File: src/rtl/mrsc_pkg.sv
// Shared definitions for the MRSC codeword checker: field offsets, codeword type
// and the redundancy function used to recompute the stored check bits.
package mrsc_pkg;

    localparam int unsigned DATA_LSB = 32'd16;
    localparam int unsigned DI_LSB   = 32'd12;
    localparam int unsigned P_LSB    = 32'd8;
    localparam int unsigned X_LSB    = 32'd0;
    localparam int unsigned DATA_W   = 32'd16;
    localparam int unsigned RED_W    = 32'd16;

    typedef logic [31:0] mrsc_cw_t;

    // Result is laid out exactly like codeword[15:0]: DI_1..4, P1..4, then XA..XD pairs.
    function automatic logic [15:0] mrsc_redundancy(input logic [15:0] d);
        logic [3:0] w_di;
        logic [3:0] w_p;
        logic [7:0] w_x;
        w_di = {d[0] ^ d[5] ^ d[8]  ^ d[13],
                d[1] ^ d[4] ^ d[9]  ^ d[12],
                d[2] ^ d[7] ^ d[10] ^ d[15],
                d[3] ^ d[6] ^ d[11] ^ d[14]};
        w_p  = {d[0] ^ d[4] ^ d[8]  ^ d[12],
                d[1] ^ d[5] ^ d[9]  ^ d[13],
                d[2] ^ d[6] ^ d[10] ^ d[14],
                d[3] ^ d[7] ^ d[11] ^ d[15]};
        w_x  = {d[0]  ^ d[2],  d[1]  ^ d[3],
                d[4]  ^ d[6],  d[5]  ^ d[7],
                d[8]  ^ d[10], d[9]  ^ d[11],
                d[12] ^ d[14], d[13] ^ d[15]};
        return {w_di, w_p, w_x};
    endfunction

endpackage

File: src/rtl/mrsc_err_stats.sv
// Error statistics: saturating error counter and sticky capture of the first
// failing codeword; clear overrides any coincident update.
module mrsc_err_stats
    import mrsc_pkg::*;
#(
    parameter int CNT_W = 16
) (
    input  logic             clk,
    input  logic             rst_n,
    input  logic             i_clear,
    input  logic             i_xfer,
    input  logic             i_error,
    input  mrsc_cw_t         i_codeword,
    output logic [CNT_W-1:0] o_count,
    output logic             o_first_valid,
    output mrsc_cw_t         o_first_codeword
);

    localparam logic [CNT_W-1:0] CNT_MAX = {CNT_W{1'b1}};
    localparam logic [CNT_W-1:0] CNT_ONE = {{(CNT_W-1){1'b0}}, 1'b1};

    logic [CNT_W-1:0] r_count;
    logic             r_first_valid;
    mrsc_cw_t         r_first_codeword;

    // Counter and first-error capture, updated on each erroneous output transfer.
    always_ff @(posedge clk or negedge rst_n) begin
        if (!rst_n) begin
            r_count          <= {CNT_W{1'b0}};
            r_first_valid    <= 1'b0;
            r_first_codeword <= 32'h0000_0000;
        end else if (i_clear) begin
            r_count          <= {CNT_W{1'b0}};
            r_first_valid    <= 1'b0;
            r_first_codeword <= 32'h0000_0000;
        end else if (i_xfer && i_error) begin
            if (r_count != CNT_MAX) begin
                r_count <= r_count + CNT_ONE;
            end
            if (!r_first_valid) begin
                r_first_valid    <= 1'b1;
                r_first_codeword <= i_codeword;
            end
        end
    end

    assign o_count          = r_count;
    assign o_first_valid    = r_first_valid;
    assign o_first_codeword = r_first_codeword;

endmodule

File: config.mk
export PLATFORM = sky130hd
export DESIGN_NAME = mrsc_err_stats
export DESIGN_NICKNAME = d
export VERILOG_FILES = /design/src/rtl/mrsc_pkg.sv /design/src/rtl/mrsc_err_stats.sv
export SDC_FILE = /design/constraint.sdc
export NUM_CORES = 1
export LEC_CHECK = 0
export CAP_MARGIN = 20
export CORE_MARGIN = 2
export CORE_UTILIZATION = 25
export DETAILED_ROUTE_END_ITERATION = 10
export GPL_TIMING_DRIVEN = 0
export REMOVE_ABC_BUFFERS = 1
export SETUP_SLACK_MARGIN = 0.05
export SYNTH_ARGS = -nofsm -noshare
export SYNTH_HDL_FRONTEND = slang
export SYNTH_SLANG_ARGS = --single-unit
File: constraint.sdc
create_clock -name clk -period 1.7 [get_ports clk]
set_clock_uncertainty 0.05 [all_clocks]
set_input_delay 0.425 -clock clk [delete_from_list [all_inputs] [get_ports clk]]
set_output_delay 0.425 -clock clk [all_outputs]
set_load 0.01 [all_outputs]
== Yosys cells after proc, flatten, opt, wreduce, memory -nomap -nowiden ==
Index checks and enable logic that the tools add are counted.
Cells by class
  add/sub/neg operators: 1
  equal/unequal tests: 2
  mux-type cells: 8
  reductions and logical operators: 5
Operators with widths (number)
  $mux 32: 3
  $mux 16: 3
  $add 16x1->16 const B: 1
  $ne 16x16->1 const B: 1
  $reduce_and 2->1: 2
  $reduce_bool 2->1: 2
  $mux 1: 2
  $ne 2x2->1 const B: 1
  $logic_and 1x1->1: 1
Word-level totals
  register bits after elaboration: 49

== Logic depth before layout (Yosys ltp) ==
Gate-level depths: netlist of run 1.
  depth after elaboration: 4
  mapped depth: 5
  gate-level depth less buffers: 5

== Worst setup path before layout of run 1 ==
No wires, ideal clock.
  kind: register -> register
  start point: register r_count[0] (netlist: o_count[0])
  end point: register r_count[12] (netlist: o_count[12])
  setup time: 0.077 ns
  arrival: 1.775 ns
  path slack: -0.202 ns
  cell stages (with the launch flop): 6
  buffers on the path: 0
  period minus slack after synthesis: 1.902 ns
  path through: dfrtp_1 > ha_1 > nand3_1 > or3_4 > or4_1 > a21oi_1
On the way
  longest elaborated chain between the ends: 4
  elaborated cells on any way between the ends: 7
  those cells by class: 1 x add/sub; 1 x eq/ne; 3 x mux; 2 x reduce/logical
Ends and longest elaborated chain
  start: declaration: RTL line mrsc_err_stats.sv:22  | logic [CNT_W-1:0] r_count;
  start signal: assignment: RTL line mrsc_err_stats.sv:29  | r_count <= {CNT_W{1'b0}};
  start signal: assignment: RTL line mrsc_err_stats.sv:33  | r_count <= {CNT_W{1'b0}};
  start signal: assignment: RTL line mrsc_err_stats.sv:38  | r_count <= r_count + CNT_ONE;
  $add 16x1->16: RTL line mrsc_err_stats.sv:38
  $mux 16: RTL line mrsc_err_stats.sv:37  | if (r_count != CNT_MAX) begin
  $mux 16: RTL line mrsc_err_stats.sv:36  | end else if (i_xfer && i_error) begin
  $mux 16: RTL line mrsc_err_stats.sv:32  | end else if (i_clear) begin
Parallel ways exist; a longest one is shown, timed or not. The select of a mux whose other input is x is not followed.
A chain may end at the register's enable or synchronous reset.

== Worst setup path in the final report of run 1 ==
  start point: register r_count[6] (netlist: o_count[6])
  end point: register r_count[12] (netlist: o_count[12])
The elaborated chain is that of the path after synthesis.

==> results.toml, run 1 <==
[global_route]
grt_antenna_before_repair = 0
gr-usage-all-layers_pct = 12.8
grt-ovfl-total = 0
grt_pass1_vias = 1924
grt_max_degree = 40
grt_first_pass_wirelength_mm = 9.14

[power]
leakagePower_uw = 0.00169
p_per_area_nw_per_um2 = 678
ir_drop_uv = 270

[final_layout]
antenna_cells = 0
syn_to_final_growth_pct = 69.5
nNetsFinal = 331
drive_gt1_share_pct = 26.9

[setup_path]
ff2ff_setup_slack_ns = -0.12
crit_type = "register to register"
cp.required_ns = 1.86
regToRegEndpoint = "o_count[12]"
ff2ff_path_depth = 4
cp_max_fo = 5
critPathCaptureType = "register"
setup.worst_path.start_class = "register"
worstPathArrival_ns = 1.99
regToRegStartpoint = "o_count[6]"

[timing]
max_slew.worst_pin.slew_ns = 0.505
fin_crit_sh_pct = 107
rsz0062_at_grt = "yes"
finalMaxSlewViolations = 0
max_freq_mhz = 549
final_hold_viol_count = 0
setup_viol = 5
fin_tns_setup_ns = -0.409
maxSlewHeadroom_pct = 66.3
fin_ws_ns = -0.122
final.min_clock_period_ns = 1.82

[clock_tree]
clockBufferDepth = 2
path_clk_slew_ns = 0.09
cts_root_buffer = "clkbuf_8"
htreeDepth = 2
cts_sinks = 49
cts_made_buffers = 5
cts_tree = "yes"
clk_latency_ns = 0.30

[placement]
io_buffers = 85
place_congestion = 0.797
place_hpwl_mm = 3.86
place_ws_ns = -0.892

[detailed_routing]
via_per_inst = 4.93
drtAntennaViolNets = 0
drtPass1Iterations = 4
drtIter0Drc = 46
wire_per_inst_um = 14.6
dr_total_vias = 1967
wl_mm = 5.81
drc = 0

[die]
die_area_sq_um = 9050
core_sq_um = 8130
ios = 86
rows = 33
die_w_um = 95.2
fp.dieH_um = 95.2
start_util_pct = 25.5

[synth]
ys_types = 35
synth_top_cell_by_area = "dfrtp_1"
yosys_most_used_dff = "dfrtp_1"
syn_inst = 176
synth_top_area_share_pct = 59.0
ys_top_cells_by_area = "dfrtp_1 59%, a22o_1 13%, a21oi_1 2.9%, nor2_1 1.8%, nand3_1 1.7%"
synth_warnings = 0
async_flop_share_pct = 100
ys_ff_latch = 49
seq_area_frac_synth_pct = 59.0
synth_edf_count = 0
synth_area_sq_um = 2080
avgSynthCellArea_sq_um = 11.8

[worst_hold_path]
holdCritStartpoint = "o_first_codeword[0]"
hold_depth = 1
hp-class = "register to register"
min_to = "o_first_codeword[0]"

[outcome]
outcome = "finished, violations left"
failed_checks = "negative setup slack"

[job]
drv_cap = 0
-- state kept, by name, summed over array words and instances (netlist names) --
name              count
o_first_codeword     32
o_first_valid         1
o_count              16
-- power by group --
group | leakage (uW) | switching, uW | internal, uW
clock | 0.0000585 | 379 | 480
sequential | 0.000661 | 22.9 | 1200
combinational | 0.000972 | 136 | 166
-- cells in the mapped netlist, types with 2 or more instances --
cell      count
a21oi_1      12
a22o_1       32
a311oi_1      2
buf_6         2
clkbuf_1      6
dfrtp_1      49
inv_1         3
nand2_1       8
nand3_1       7
nand4_1       3
nor2_1       10
nor2b_1       2
nor3_1        6
nor4_1        3
o21ai_0       4
o311a_1       2
o31ai_1       4
or3_2         2
or4_1         3
-- layout by cell type (no fill, tap or decap), types with 3 or more instances in the layout --
cell type | Yosys | layout
a21oi_1 | 12 | 7
a21oi_2 | 0 | 4
a22o_1 | 32 | 32
buf_4 | 0 | 26
buf_6 | 2 | 4
clkbuf_8 | 0 | 6
clkdlybuf4s50_1 | 0 | 32
dfrtp_1 | 49 | 42
dfrtp_2 | 0 | 7
dlygate4sd2_1 | 0 | 48
inv_1 | 3 | 3
nand2_1 | 8 | 6
nand3_1 | 7 | 4
nand4_1 | 3 | 3
nor2_1 | 10 | 6
nor2_4 | 0 | 3
nor3_1 | 6 | 4
o21ai_0 | 4 | 4
o31ai_1 | 4 | 4
or4_4 | 1 | 4
-- worst max-delay path by stage --
stage / end / slack (ns) / startpoint
floorplan: o_first_codeword[0] / -0.92 / i_xfer
global placement: o_first_codeword[31] / -2.97 / i_clear
detailed placement: o_first_codeword[6] / -0.89 / i_clear
CTS: o_count[12] / -0.11 / o_count[1]
global route: o_count[12] / -0.15 / o_count[6]
finish: o_count[12] / -0.12 / o_count[6]
-- through the flow --
stage          total power (uW)  hold WS, ns  cells  instance area (sq um)  util [%]
6_report                   2390        0.454    399                   3520      43.3
5_1_grt                    2510        0.472    399                   3520      43.3
4_1_cts                    2430        0.462    394                   3420      42.0
3_5_place_dp               1560        0.275    362                   3070      37.7
3_3_place_gp               1550        0.438    358                   3010      37.1
2_1_floorplan              1330       0.0794    168                   2030         -
-- logic make-up after synthesis --
kind of cell / synth area share [%]
AO/OA/AOI/OAI: 22.2
buffers and inverters: 2.71
AND/OR/NAND/NOR: 14.4
flip-flops: 59.0
multiplexers: 1.02
adder cells (fa/ha/maj): 0.602
-- critical path, cell delays in order (launching register included) --
cell     delay (ns)
dfrtp_1        0.47
nand4_4        0.16
or3_4          0.44
or4_4          0.49
a21oi_1        0.13
-- layout make-up --
type	instances	area, sq um
clock buffers	7	86.3
clock inverters	1	30.0
fillers	767	4610
inverters	3	11.3
multi-input cells	116	960
flip-flops and latches	49	1230
well taps	105	131
repair buffers	118	1070
-- metal layers --
| metal | routed length [um] | track usage, % | part of all wire, % | vias up |
|---|---|---|---|---|
| li1 | - | - | - | 920 |
| met1 | 2510 | 15.8 | 43 | 966 |
| met2 | 2830 | 21.5 | 49 | 75 |
| met3 | 433 | 4.11 | 7.4 | 6 |
| met4 | 46 | 3.99 | 0.79 | 0 |
| met5 | 0 | 0 | 0 | - |
-- timing repair --
action / in CTS / in global routing
endpoints found under the hold margin: 10 / 0
hold buffers: 1 / 0
setup endpoints to repair: 96 / 15
resized for setup: 86 / 17
setup buffers: 23 / 5
pin swaps: 9 / 8
(Power assumes the default switching activity.)
==> inputs of run 2 (changes only) <==
Settings changed: CAP_MARGIN 20 to default.
==> run 2 against run 1 <==
Effect of this change: the flow still finishes with violations (negative setup slack); sequential cell count stayed put; design area is 0.75% lower; setup slack worse by 0.046 ns; global-route usage is 0.063 points higher; first-iteration DRC count is 2.2% lower; cell count is 0.25% higher; hold slack better by 0.00084 ns; highest routed layer unchanged.
==> results.toml, run 2 (same netlist as run 1, synthesis figures left out) <==
[outcome]
outcome = "finished, violations left"
failed_checks = "negative setup slack"

[power]
power_uw = 2390
p_comb_share_pct = 12.5
internal-power_uw = 1850
leakagePower_uw = 0.00168
seq_power_share_pct = 51.4
p_per_area_nw_per_um2 = 683
clock_power_share_pct = 36.1
sw_frac_of_total_pct = 22.6
p_sw_uw = 540
ir_drop_uv = 277

[clock_tree]
htreeDepth = 2
clk_latency_ns = 0.29
cts_root_buffer = "clkbuf_8"
clockBufferDepth = 2
cts_tree = "yes"
cts_sinks = 49
cts_made_buffers = 5
path_clk_slew_ns = 0.09

[worst_hold_path]
hp-class = "register to register"

[placement]
io_buffers = 85
dpl_cell_area_sq_um = 3070
place_congestion = 0.797
place_hpwl_mm = 3.85

[global_route]
gr-usage-all-layers_pct = 12.9
grt_first_pass_wirelength_mm = 9.22
grt_max_degree = 40
grt_pass1_vias = 1928
grt_antenna_before_repair = 0
grt-ovfl-total = 0

[detailed_routing]
wire_per_inst_um = 14.8
wl_mm = 5.91
drtIter0Drc = 45
drtAntennaViolNets = 0
dr_total_vias = 1939
via_per_inst = 4.85
drtPass1Iterations = 4
drc = 0

[final_layout]
fillCellCount = 788
final_common_cell = "dlygate4sd2_1"
largest_register_ffs = 32
drive_gt1_share_pct = 24.4
antenna_cells = 0
nNetsFinal = 332
design_area_sq_um = 3490
syn_to_final_growth_pct = 68.3
final_cell_mix = "46 x dlygate4sd2_1, 45 x dfrtp_1, 32 x a22o_1, 32 x clkdlybuf4s50_1, 29 x buf_4"

[die]
rows = 33
die_w_um = 95.2
ios = 86
die_area_sq_um = 9050
core_sq_um = 8130
fp.dieH_um = 95.2
start_util_pct = 25.5

[setup_path]
critPathCaptureType = "register"
setup.worst_path.start_class = "register"
crit_type = "register to register"
worstPathArrival_ns = 2.04
cp.required_ns = 1.87
cp_max_fo = 5

[timing]
finalMaxSlewViolations = 0
max_slew.worst_pin.slew_ns = 0.530
final_hold_viol_count = 0
maxSlewHeadroom_pct = 64.7
setup_viol = 9
fin_crit_sh_pct = 110
rsz0062_at_grt = "yes"
fin_ws_ns = -0.168
final.min_clock_period_ns = 1.87
max_freq_mhz = 535

[job]
drv_cap = 0
[run 2: cell types whose count changed in the layout (fill, tap and decap cells not counted), sizes merged]
cell,before,now
clkdlybuf4s15,3,6
dlygate4sd2,48,46
[run 2: metrics by stage]
step	setup WS [ns]	setup TNS (ns)	instances	util, %	hold slack (ns)
2_1_floorplan	-0.915	-30.03	168	-	0.0794
3_3_place_gp	-2.97	-166.83	358	37.1	0.438
3_5_place_dp	-0.877	-31.36	362	37.7	0.273
4_1_cts	-0.120	-0.573	391	41.4	0.461
5_1_grt	-0.227	-1.42	400	43.0	0.470
6_report	-0.168	-0.725	400	43.0	0.455
[run 2: final timing paths]
path	from	endpoint	slack (ns)	cells after the start
worst min-delay path	o_first_codeword[0]	o_first_codeword[0]	0.46	1
worst max-delay path	o_count[0]	o_count[12]	-0.17	5
max in group asynchronous	rst_n	o_count[9]	0.60	3
min in group asynchronous	rst_n	o_count[14]	0.49	2
worst min register to register	o_first_codeword[0]	o_first_codeword[0]	0.46	1
worst max register to register	o_count[0]	o_count[12]	-0.17	5
[run 2: final cells by class]
| type | count | area, sq um | share of cell area [%] |
|---|---|---|---|
| repair buffers | 119 | 1070 | 30.8 |
| clock buffers | 7 | 86.3 | 2.47 |
| flip-flops and latches | 49 | 1230 | 35.2 |
| inverters | 3 | 11.3 | 0.322 |
| well taps | 105 | 131 | 3.76 |
| clock inverters | 1 | 30.0 | 0.859 |
| multi-input cells | 116 | 930 | 26.6 |
[run 2: power groups by stage]
| stage | logic (uW) | registers, uW | clock network (uW) |
|---|---|---|---|
| floorplan | 64.0 | 1270 | 0 |
| global placement | 296 | 1250 | 0 |
| detailed placement | 311 | 1250 | 0 |
| CTS | 302 | 1230 | 898 |
| global route | 326 | 1230 | 943 |
| finish | 299 | 1230 | 862 |
[run 2: repair_timing]
item / 4_1_cts / 5_1_grt
setup buffers: 20 / 9
resized for setup: 74 / 18
setup endpoints to repair: 95 / 16
hold buffers: 1 / 0
endpoints found under the hold margin: 10 / 0
pin swaps: 6 / 11
[run 2: critical path, cell delays in order, from the launching register on]
cell and delay [ns]:
dfrtp_1 0.40, ha_4 0.17, nand3_4 0.09, or3_4 0.43
or4_4 0.52, a21oi_2 0.12
[run 2: metal layers]
metal  wire (um)  share of wire (%)  up-vias  global-route usage (%)
met3         457                7.7       10                    4.35
met1        2520                 43      938                    15.4
met5           0                  0        -                       0
met4          75                1.3        0                    3.02
li1            -                  -      917                       -
met2        2850                 48       74                    22.4
==> inputs of run 3 (changes only) <==
Settings changed: GPL_ROUTABILITY_DRIVEN from default to 0.
Clock period 1.7 ns to 1.9 ns, I/O delays scaled along.
==> run 3 against run 2 <==
Effect of this change: the run now ends clean; first-iteration DRC count is 24% higher; die area stayed put; sequential cell count stayed put; via count is 3.9% lower; hold slack better by 0.0053 ns; register-to-register slack better by 0.24 ns; routed wire length is 5.9% lower; non-clock buffer count is 18 lower.
==> results.toml, run 3 (same netlist as run 1, synthesis figures left out) <==
[outcome]
outcome = "finished, final reports clean"

[die]
die_area_sq_um = 9050
core_sq_um = 8130
die_w_um = 95.2
ios = 86
rows = 33
fp.dieH_um = 95.2
start_util_pct = 25.5

[timing]
final.min_clock_period_ns = 1.83
setup_viol = 0
rsz0062_at_grt = "yes"
max_freq_mhz = 546
fin_crit_sh_pct = 96.3
maxSlewHeadroom_pct = 64.9
final_hold_viol_count = 0
finalMaxSlewViolations = 0
max_slew.worst_pin.slew_ns = 0.525

[setup_path]
worstPathArrival_ns = 1.99
path_cells = "ha_4, nand3_4, or3_4, or4_4, a21oi_1"
critPathCaptureType = "register"
cp.buffers_inverters = 0
cp_max_fo = 5
path_delay_family = "simple AND/OR/NAND/NOR gates"
crit_type = "register to register"
cp.required_ns = 2.06
setup.worst_path.start_class = "register"
cp_slowest_cell = "or4_4"
max_stage_delay_ns = 0.51

[placement]
dpl_cell_area_sq_um = 3070
io_buffers = 85
place_hpwl_mm = 3.85
placedCellCount = 362

[global_route]
grt_pass1_vias = 1784
grt_antenna_before_repair = 0
grt_first_pass_wirelength_mm = 8.63
grt-ovfl-total = 0
gr-usage-all-layers_pct = 12.1
grt_max_degree = 40

[power]
power_uw = 2150
p_per_area_nw_per_um2 = 630
ir_drop_uv = 246
leakagePower_uw = 0.00155

[final_layout]
design_area_sq_um = 3410
multiInputGateArea_sq_um = 902
final_common_cell = "clkdlybuf4s50_1"
final_cell_mix = "71 x clkdlybuf4s50_1, 36 x dfrtp_1, 32 x a22o_1, 13 x dfrtp_2, 12 x buf_4"
seq_area_sq_um = 1240
syn_to_final_growth_pct = 64.3
fillCellCount = 790
antenna_cells = 0
finalNonFillerCells = 382
largest_register_ffs = 32
nNetsFinal = 314
drive_gt1_share_pct = 21.3

[detailed_routing]
via_per_inst = 4.88
drc = 0
dr_total_vias = 1864
wl_mm = 5.56
drtAntennaViolNets = 0
drtPass1Iterations = 4
drtIter0Drc = 56
wire_per_inst_um = 14.6

[clock_tree]
clk_latency_ns = 0.29
clockBufferDepth = 2
path_clk_slew_ns = 0.09
cts_made_buffers = 5
cts_sinks = 49
cts_root_buffer = "clkbuf_8"
htreeDepth = 2
cts_tree = "yes"

[worst_hold_path]
hp-class = "register to register"

[job]
drv_cap = 0
-- run 3: cell count changes in the layout (fill, tap and decap cells not counted), moves of 3 or more --
| cell | delta |
|---|---|
| dfrtp_1 | -9 |
| dfrtp_2 | +9 |
| dlymetal6s2s_1 | +10 |
| clkdlybuf4s50_1 | +39 |
| dlygate4sd2_1 | -44 |
| buf_4 | -17 |
| a21oi_1 | +3 |
| clkdlybuf4s15_1 | -5 |
-- run 3: final timing paths --
kind,end,slack [ns],from,cells past startpoint
worst min register to register,o_first_codeword[0],0.46,o_first_codeword[0],1
min in group asynchronous,o_count[14],0.54,rst_n,2
worst min-delay path,o_first_codeword[0],0.46,o_first_codeword[0],1
worst max-delay path,o_count[12],0.07,o_count[1],5
worst max register to register,o_count[12],0.07,o_count[1],5
max in group asynchronous,o_count[9],0.74,rst_n,3
-- run 3: timing repair --
item,4_1_cts,5_1_grt
resized for setup,14,33
setup buffers,4,7
endpoints found under the setup margin,47,50
hold buffers,1,0
pin swaps,2,1
endpoints found under the hold margin,10,0
-- run 3: routing by layer --
layer / wire (um) / global-route usage [%] / vias up
met5: 0 / 0 / -
met4: 59 / 3.02 / 0
met3: 430 / 4.27 / 8
met2: 2600 / 20.2 / 71
met1: 2470 / 15.0 / 905
li1: - / - / 880
-- run 3: area by class of cell --
class / instances / area share [%]
Timing Repair Buffer: 101 / 29.6
Inverter: 3 / 0.330
Multi-Input combinational cell: 116 / 26.4
Sequential cell: 49 / 36.4
Clock inverter: 1 / 0.880
Tap cell: 105 / 3.85
Clock buffer: 7 / 2.53
-- run 3: power by group --
group / total (uW) / internal [uW] / leakage [uW] / switching, uW
combinational: 282 / 165 / 0.000836 / 117
sequential: 1100 / 1080 / 0.000651 / 22.7
clock: 767 / 430 / 0.0000585 / 337
-- run 3: per-stage QoR --
step                      hold WS (ns)  util, %  worst slack [ns]  TNS, ns
after floorplan                  0.129        -            -0.765   -24.48
after global placement           0.438     37.1             -2.82  -152.50
after detailed placement         0.323     37.7            -0.727   -24.34
after CTS                        0.466     40.0            0.0233        0
after global routing             0.475     42.0            0.0342        0
final                            0.460     42.0            0.0698        0
